**config.mk**
```make
export PLATFORM = sky130hd
export DESIGN_NAME = cache_fill_fsm_flat
export DESIGN_NICKNAME = d
export VERILOG_FILES = /design/src/rtl/cache_fill_fsm_if.sv /design/src/rtl/cache_fill_fsm.sv /design/src/flat_wrapper.sv
export SDC_FILE = /design/constraint.sdc
export NUM_CORES = 1
export LEC_CHECK = 0
export CAP_MARGIN = 0
export CORE_MARGIN = 2
export CORE_UTILIZATION = 32
export DETAILED_ROUTE_END_ITERATION = 10
export PLACE_DENSITY = 0.82
export SYNTH_ARGS = -nofsm -noshare
export SYNTH_HDL_FRONTEND = slang
export SYNTH_SLANG_ARGS = --single-unit
export TNS_END_PERCENT = 20
```
**constraint.sdc**
```tcl
create_clock -name clk -period 1.65 [get_ports clk]
set_input_delay 0.495 -clock clk [delete_from_list [all_inputs] [get_ports clk]]
set_output_delay 0.495 -clock clk [all_outputs]
set_load 0.05 [all_outputs]
```
**src/rtl/cache_fill_fsm_if.sv**
```systemverilog
// Cache-miss fill bus: CPU-side miss request, memory read/return channel,
// and the data/tag array write port driven by the fill controller.
interface cache_fill_fsm_if #(
  parameter int ADDR_W = 16
);
  logic              miss_detected;
  logic [ADDR_W-1:0] miss_address;
  logic              memory_data_valid;
  logic [15:0]       memory_data;
  logic              fsm_busy;
  logic              memory_en;
  logic [ADDR_W-1:0] memory_address;
  logic              write_data_array;
  logic              write_tag_array;
  logic [ADDR_W-1:0] cache_address;
  logic [15:0]       cache_data;

  modport master (
    input  miss_detected, miss_address, memory_data_valid, memory_data,
    output fsm_busy, memory_en, memory_address, write_data_array,
           write_tag_array, cache_address, cache_data
  );

  modport slave (
    output miss_detected, miss_address, memory_data_valid, memory_data,
    input  fsm_busy, memory_en, memory_address, write_data_array,
           write_tag_array, cache_address, cache_data
  );
endinterface

```
**src/rtl/cache_fill_fsm.sv**
```systemverilog
// Cache miss fill controller: issues one memory read per block word back-to-back
// and streams in-order returns into the data array, writing the tag on the last word.
module cache_fill_fsm #(
  parameter int ADDR_W = 16,
  parameter int WORDS  = 8,
  parameter int OFF_W  = 4
) (
  input logic             clk,
  input logic             rst,
  cache_fill_fsm_if.master bus
);
  localparam int IDX_W = $clog2(WORDS);
  localparam int CNT_W = IDX_W + 1;
  localparam logic [ADDR_W-1:0] OFF_MASK = ADDR_W'((1 << OFF_W) - 1);

  typedef enum logic {IDLE, FILL} state_t;

  state_t            state;
  state_t            stateNext;
  logic [ADDR_W-1:0] base;
  logic [CNT_W-1:0]  reqCnt;
  logic [CNT_W-1:0]  rcvCnt;
  logic              reqActive;
  logic              lastBeat;
  logic [ADDR_W-1:0] reqOff;
  logic [ADDR_W-1:0] rcvOff;

  assign reqActive = (state == FILL) && (reqCnt < CNT_W'(WORDS));
  assign lastBeat  = (state == FILL) && bus.memory_data_valid &&
                     (rcvCnt == CNT_W'(WORDS - 1));
  // Word index to byte offset; base is block-aligned so no carry leaves the block.
  assign reqOff    = ADDR_W'({reqCnt, 1'b0});
  assign rcvOff    = ADDR_W'({rcvCnt[IDX_W-1:0], 1'b0});

  always_ff @(posedge clk or posedge rst) begin
    if (rst) state <= IDLE;
    else     state <= stateNext;
  end

  always_ff @(posedge clk or posedge rst) begin
    if (rst) begin
      base   <= '0;
      reqCnt <= '0;
      rcvCnt <= '0;
    end else if (state == IDLE) begin
      if (bus.miss_detected) begin
        base   <= bus.miss_address & ~OFF_MASK;
        reqCnt <= '0;
        rcvCnt <= '0;
      end
    end else begin
      if (reqActive)             reqCnt <= reqCnt + CNT_W'(1);
      if (bus.memory_data_valid) rcvCnt <= rcvCnt + CNT_W'(1);
    end
  end

  always_comb begin
    stateNext = state;
    case (state)
      IDLE:    if (bus.miss_detected) stateNext = FILL;
      FILL:    if (lastBeat)          stateNext = IDLE;
      default: stateNext = IDLE;
    endcase
  end

  always_comb begin
    bus.fsm_busy         = (state == FILL);
    bus.memory_en        = reqActive;
    bus.memory_address   = base + reqOff;
    bus.write_data_array = (state == FILL) && bus.memory_data_valid;
    bus.write_tag_array  = lastBeat;
    bus.cache_address    = base + rcvOff;
    bus.cache_data       = bus.memory_data;
  end
endmodule

```
**src/flat_wrapper.sv**
```systemverilog
// flat-port wrapper written by rule: the top's interface ports become plain ports
module cache_fill_fsm_flat 
#(
  parameter int ADDR_W = 16,
  parameter int WORDS  = 8,
  parameter int OFF_W  = 4
)
  (clk, rst, bus_miss_detected, bus_miss_address, bus_memory_data_valid, bus_memory_data, bus_fsm_busy, bus_memory_en, bus_memory_address, bus_write_data_array, bus_write_tag_array, bus_cache_address, bus_cache_data);
  cache_fill_fsm_if #(.ADDR_W(ADDR_W)) bus_i ();
  input logic clk;
  input logic rst;
  input wire logic [$bits(bus_i.miss_detected)-1:0] bus_miss_detected;
  input wire logic [$bits(bus_i.miss_address)-1:0] bus_miss_address;
  input wire logic [$bits(bus_i.memory_data_valid)-1:0] bus_memory_data_valid;
  input wire logic [$bits(bus_i.memory_data)-1:0] bus_memory_data;
  output wire logic [$bits(bus_i.fsm_busy)-1:0] bus_fsm_busy;
  output wire logic [$bits(bus_i.memory_en)-1:0] bus_memory_en;
  output wire logic [$bits(bus_i.memory_address)-1:0] bus_memory_address;
  output wire logic [$bits(bus_i.write_data_array)-1:0] bus_write_data_array;
  output wire logic [$bits(bus_i.write_tag_array)-1:0] bus_write_tag_array;
  output wire logic [$bits(bus_i.cache_address)-1:0] bus_cache_address;
  output wire logic [$bits(bus_i.cache_data)-1:0] bus_cache_data;
  assign bus_i.miss_detected = bus_miss_detected;
  assign bus_i.miss_address = bus_miss_address;
  assign bus_i.memory_data_valid = bus_memory_data_valid;
  assign bus_i.memory_data = bus_memory_data;
  assign bus_fsm_busy = bus_i.fsm_busy;
  assign bus_memory_en = bus_i.memory_en;
  assign bus_memory_address = bus_i.memory_address;
  assign bus_write_data_array = bus_i.write_data_array;
  assign bus_write_tag_array = bus_i.write_tag_array;
  assign bus_cache_address = bus_i.cache_address;
  assign bus_cache_data = bus_i.cache_data;
  cache_fill_fsm #(.ADDR_W(ADDR_W), .WORDS(WORDS), .OFF_W(OFF_W)) u_core (.clk(clk), .rst(rst), .bus(bus_i));
endmodule
```
==> flow_summary.html, run 1 <==
<table>
<tr><th>Metric</th><th>Value</th></tr>
<tr><th colspan="2">Global route</th></tr>
<tr><td>Global-route wire length before repair</td><td>5100 µm</td></tr>
<tr><td>Total track usage</td><td>15.4%</td></tr>
<tr><td>Number of global-route vias before repair</td><td>1062</td></tr>
<tr><td>GRT Residual Overflow</td><td>0</td></tr>
<tr><td>Maximum number of pins on one net before global-route repair</td><td>22</td></tr>
<tr><td>Number of antenna violations at the first check in global routing</td><td>0</td></tr>
<tr><th colspan="2">Yosys</th></tr>
<tr><td>Synthesized cell area</td><td>0.00129 mm²</td></tr>
<tr><td>Proportion of synthesized chip area in sequential cells</td><td>40.6%</td></tr>
<tr><td>Number of distinct library cells after synthesis</td><td>27</td></tr>
<tr><td>Cells taking the most area after synthesis</td><td>dfrtp_1 41%, buf_4 14%, mux2_2 12%</td></tr>
<tr><td>Cell type with the largest total area after synthesis</td><td>dfrtp_1</td></tr>
<tr><td>Count of warnings emitted by yosys</td><td>0</td></tr>
<tr><td>Area share of the leading cell type in the synthesized netlist</td><td>40.6%</td></tr>
<tr><td>Share of synthesized flip-flops with an asynchronous set or reset</td><td>100%</td></tr>
<tr><td>Mean instance size in the synthesized netlist</td><td>10.9 µm²</td></tr>
<tr><td>Post-synth top cells</td><td>25 x buf_4, 21 x dfrtp_1, 14 x mux2_2</td></tr>
<tr><td>Most common cell in the synthesized netlist</td><td>buf_4</td></tr>
<tr><td>Yosys reg bits</td><td>21</td></tr>
<tr><td>Synth Instances</td><td>119</td></tr>
<tr><td>Number of enable-type register cells in the synthesized netlist</td><td>0</td></tr>
<tr><td>Commonest register cell after synthesis</td><td>dfrtp_1</td></tr>
<tr><th colspan="2">Placement</th></tr>
<tr><td># placed instances</td><td>220</td></tr>
<tr><td>Detailed-placement wirelength estimate</td><td>2650 µm</td></tr>
<tr><td>Last weighted congestion value of the routability-driven placer</td><td>0.743</td></tr>
<tr><td>Post-placement worst setup slack</td><td>-0.396 ns</td></tr>
<tr><td>Count of buffers inserted at the top-level ports</td><td>49</td></tr>
<tr><th colspan="2">Worst setup path</th></tr>
<tr><td>Crit-path max cell delay</td><td>0.43 ns</td></tr>
<tr><td>Most common cell type on the critical path</td><td>ha_4</td></tr>
<tr><td>Worst path required time</td><td>1.15 ns</td></tr>
<tr><td>Origin of the worst setup path</td><td>u_core.base[4]</td></tr>
<tr><td>Maximum fanout along the worst path</td><td>3</td></tr>
<tr><td>Crit path max-delay cell type</td><td>dfrtp_2</td></tr>
<tr><td>Top delay family on crit path</td><td>flip-flops</td></tr>
<tr><td>Start of the worst register-to-register path</td><td>u_core.bus.fsm_busy</td></tr>
<tr><td>Cell-by-cell listing of the critical path</td><td>ha_4 &gt; ha_4 &gt; and4_4 &gt; nand4_1 &gt; xnor2_4 &gt; buf_12</td></tr>
<tr><td>Launching element type of the critical path</td><td>flip-flop</td></tr>
<tr><td>Signal arrival time at the worst endpoint</td><td>1.79 ns</td></tr>
<tr><td>Worst setup path category</td><td>flip-flop to output pin</td></tr>
<tr><td>Number of buffer and inverter instances along the worst setup path</td><td>1</td></tr>
<tr><td>CP endpoint kind</td><td>output pin</td></tr>
<tr><th colspan="2">Power</th></tr>
<tr><td>IR Drop Worst-Case VDD</td><td>1.04 mV</td></tr>
<tr><td>Power per unit of standard cell area</td><td>2620 mW/mm²</td></tr>
<tr><td>Static Leak</td><td>0.00111 µW</td></tr>
<tr><th colspan="2">Clocking</th></tr>
<tr><td>Post-cts hold buffer count</td><td>0</td></tr>
<tr><td>CTS tree</td><td>yes</td></tr>
<tr><td>CTS H-tree lvls</td><td>1</td></tr>
<tr><td>Num Clock Sinks</td><td>21</td></tr>
<tr><td>Clock transition at the registers of the reported paths</td><td>0.07 ns</td></tr>
<tr><td>Cell at the root of the clock tree</td><td>clkbuf_8</td></tr>
<tr><td>Maximum buffer depth of the clock tree</td><td>2</td></tr>
<tr><td>Clock insertion delay at the later pin of the skew report</td><td>0.25 ns</td></tr>
<tr><td>Number of buffers added by the clock tree synthesis step</td><td>3</td></tr>
<tr><th colspan="2">Timing</th></tr>
<tr><td>Setup repair after global routing missed its margin</td><td>true</td></tr>
<tr><td>Period Utilization, post-route</td><td>139%</td></tr>
<tr><td>Post-route minimum period</td><td>2.29 ns</td></tr>
<tr><td>Largest clock skew in the final design</td><td>0.000842 ns</td></tr>
<tr><td>Post-Route Setup TNS</td><td>-4.53 ns</td></tr>
<tr><td>Final Hold Violating Endpoints</td><td>0</td></tr>
<tr><td>Slew Limit Fails</td><td>0</td></tr>
<tr><td>Slack of the critical path</td><td>-0.638 ns</td></tr>
<tr><td>Setup Viol. Count Final</td><td>14</td></tr>
<tr><td>Highest clock rate</td><td>437 MHz</td></tr>
<tr><th colspan="2">Floorplan</th></tr>
<tr><td>Number of ports placed on the die boundary</td><td>88</td></tr>
<tr><td>Die X</td><td>67.6 µm</td></tr>
<tr><td>Die Area</td><td>0.00457 mm²</td></tr>
<tr><td>Total number of placement rows</td><td>23</td></tr>
<tr><td>Core box area</td><td>0.00394 mm²</td></tr>
<tr><td>Die Y</td><td>67.6 µm</td></tr>
<tr><td>Initial Utilization</td><td>32.8%</td></tr>
<tr><th colspan="2">Worst hold path</th></tr>
<tr><td>Worst hold path type</td><td>flip-flop to flip-flop</td></tr>
<tr><td>Hold Crit Start</td><td>u_core.rcvCnt[2]</td></tr>
<tr><th colspan="2">Run</th></tr>
<tr><td>MaxCap Viol Count</td><td>0</td></tr>
<tr><th colspan="2">Finish</th></tr>
<tr><td>Nets</td><td>219</td></tr>
<tr><td>Register cell area after layout</td><td>541 µm²</td></tr>
<tr><td>Final-layout fill cell count</td><td>282</td></tr>
<tr><td>Number of standard cells in the final layout excluding fillers</td><td>227</td></tr>
<tr><td>Proportion of layout cells with a drive suffix above 1</td><td>67.8%</td></tr>
<tr><td>Area growth from synthesis to final layout</td><td>94.3%</td></tr>
<tr><td>Count of antenna diodes in the layout</td><td>0</td></tr>
<tr><td>Combined area of the multi-input logic cells</td><td>786 µm²</td></tr>
<tr><th colspan="2">Drt</th></tr>
<tr><td>Length of routed met2 wiring</td><td>1900 µm</td></tr>
<tr><td>Vias post-DR</td><td>1059</td></tr>
<tr><td>Uppermost metal layer occupied by signal nets</td><td>met4</td></tr>
<tr><td>Detailed-route wire length on metal 1</td><td>1360 µm</td></tr>
<tr><td>Post-detailed-routing wire length</td><td>3570 µm</td></tr>
<tr><td>Ratio of routed vias to standard cells</td><td>4.67</td></tr>
<tr><td>Wire length per cell after detailed routing</td><td>15.7 µm</td></tr>
<tr><td>Detailed router's first-iteration violation count</td><td>46</td></tr>
<tr><td>Met3 WL</td><td>268 µm</td></tr>
<tr><td>Drt drc</td><td>0</td></tr>
<tr><td>DR pass1 iterations</td><td>4</td></tr>
<tr><td>Antenna-violating nets left</td><td>0</td></tr>
<tr><th colspan="2">Run status</th></tr>
<tr><td>Outcome</td><td>finished with violations</td></tr>
<tr><td>Violations in the final reports</td><td>setup timing</td></tr>
</table>
-- final timing paths --
path	end	slack [ns]	depth (start not counted)
max	bus_memory_address[14]	-0.64	6
min	u_core.rcvCnt[2]	0.54	1
max reg2reg	u_core.base[13]	0.22	4
min reg2reg	u_core.rcvCnt[2]	0.54	1
max in group asynchronous	u_core.bus.fsm_busy	0.80	3
min in group asynchronous	u_core.base[5]	0.62	3
-- where the power goes --
group          total (µW)  switching, µW  internal [µW]
logic                5120           2550           2570
clock network         327            155            172
registers            1130            342            789
-- logic make-up (layout without fill, tap and decap cells) --
kind of cell               after synthesis  after routing  share of synthesized area, %
AOI/OAI and AO/OA                        5              5                          3.00
muxes                                   17             17                          14.7
and+or+nand+nor                         28             28                          11.8
DFF                                     21             21                          40.6
adders and majority gates                5              5                          4.83
xor gates and xnor gates                11             11                          7.44
buffers and inverters                   31             88                          17.4
other                                    1              2                         0.290
-- per-stage QoR --
step	total power [µW]	cell area, µm²	util (%)	hold slack [ns]
floorplan	3690	1470	-	0.471
global placement	5910	2350	59.7	0.561
detailed placement	6040	2350	59.7	0.564
CTS	6480	2450	62.2	0.541
global route	6870	2520	63.8	0.556
finish	6580	2520	63.8	0.540
-- placed cells by master (no fill, tap or decap), types with 2 or more instances in the layout --
cell             instances
xnor2_2                  3
mux2_2                  14
nor2_1                   5
nand4_1                  3
nand2_4                  2
conb_1                   2
mux2_1                   2
clkdlybuf4s50_1         14
xor2_2                   3
buf_4                   30
a22o_1                   2
nor3_2                   2
xnor2_4                  2
nand3_1                  2
buf_12                  34
ha_4                     4
dfrtp_2                 12
nand2_1                  3
dfrtp_1                  9
xor2_4                   2
clkbuf_8                 3
inv_1                    4
-- state kept, by name (all words and copies together), names as in the netlist --
name,count
u_core.base,12
u_core.rcvCnt,4
u_core.reqCnt,4
u_core.bus.fsm_busy,1
-- area by class of cell --
class,count,share of cell area (%)
Inverter,4,0.597
Timing Repair Buffer,80,42.4
Tap cell,50,2.49
Sequential cell,21,21.5
Clock buffer,4,1.79
Multi-Input combinational cell,68,31.2
-- layer usage --
metal / vias up / track usage, %
li1: 489 / -
met1: 515 / 16.9
met2: 49 / 28.4
met3: 6 / 3.50
met4: 0 / 6.38
met5: - / 0
-- what timing repair did --
item                                    in CTS  in global routing
endpoints found under the setup margin      15                 15
buffers inserted                             1                  2
gates resized for setup                     11                 11
gates cloned                                 0                  0
pin swaps                                    9                  5
No activity file was read; power rests on OpenSTA's default activity.
==> inputs of run 2 (changes only) <==
--- a/config.mk
+++ b/config.mk
@@ -10,6 +10,7 @@
 export CORE_UTILIZATION = 32
 export DETAILED_ROUTE_END_ITERATION = 10
 export PLACE_DENSITY = 0.82
+export SLEW_MARGIN = 20
 export SYNTH_ARGS = -nofsm -noshare
 export SYNTH_HDL_FRONTEND = slang
 export SYNTH_SLANG_ARGS = --single-unit
==> results of run 2 <==
Same layout as run 1: the final DEF is identical, and so are final timing and power.
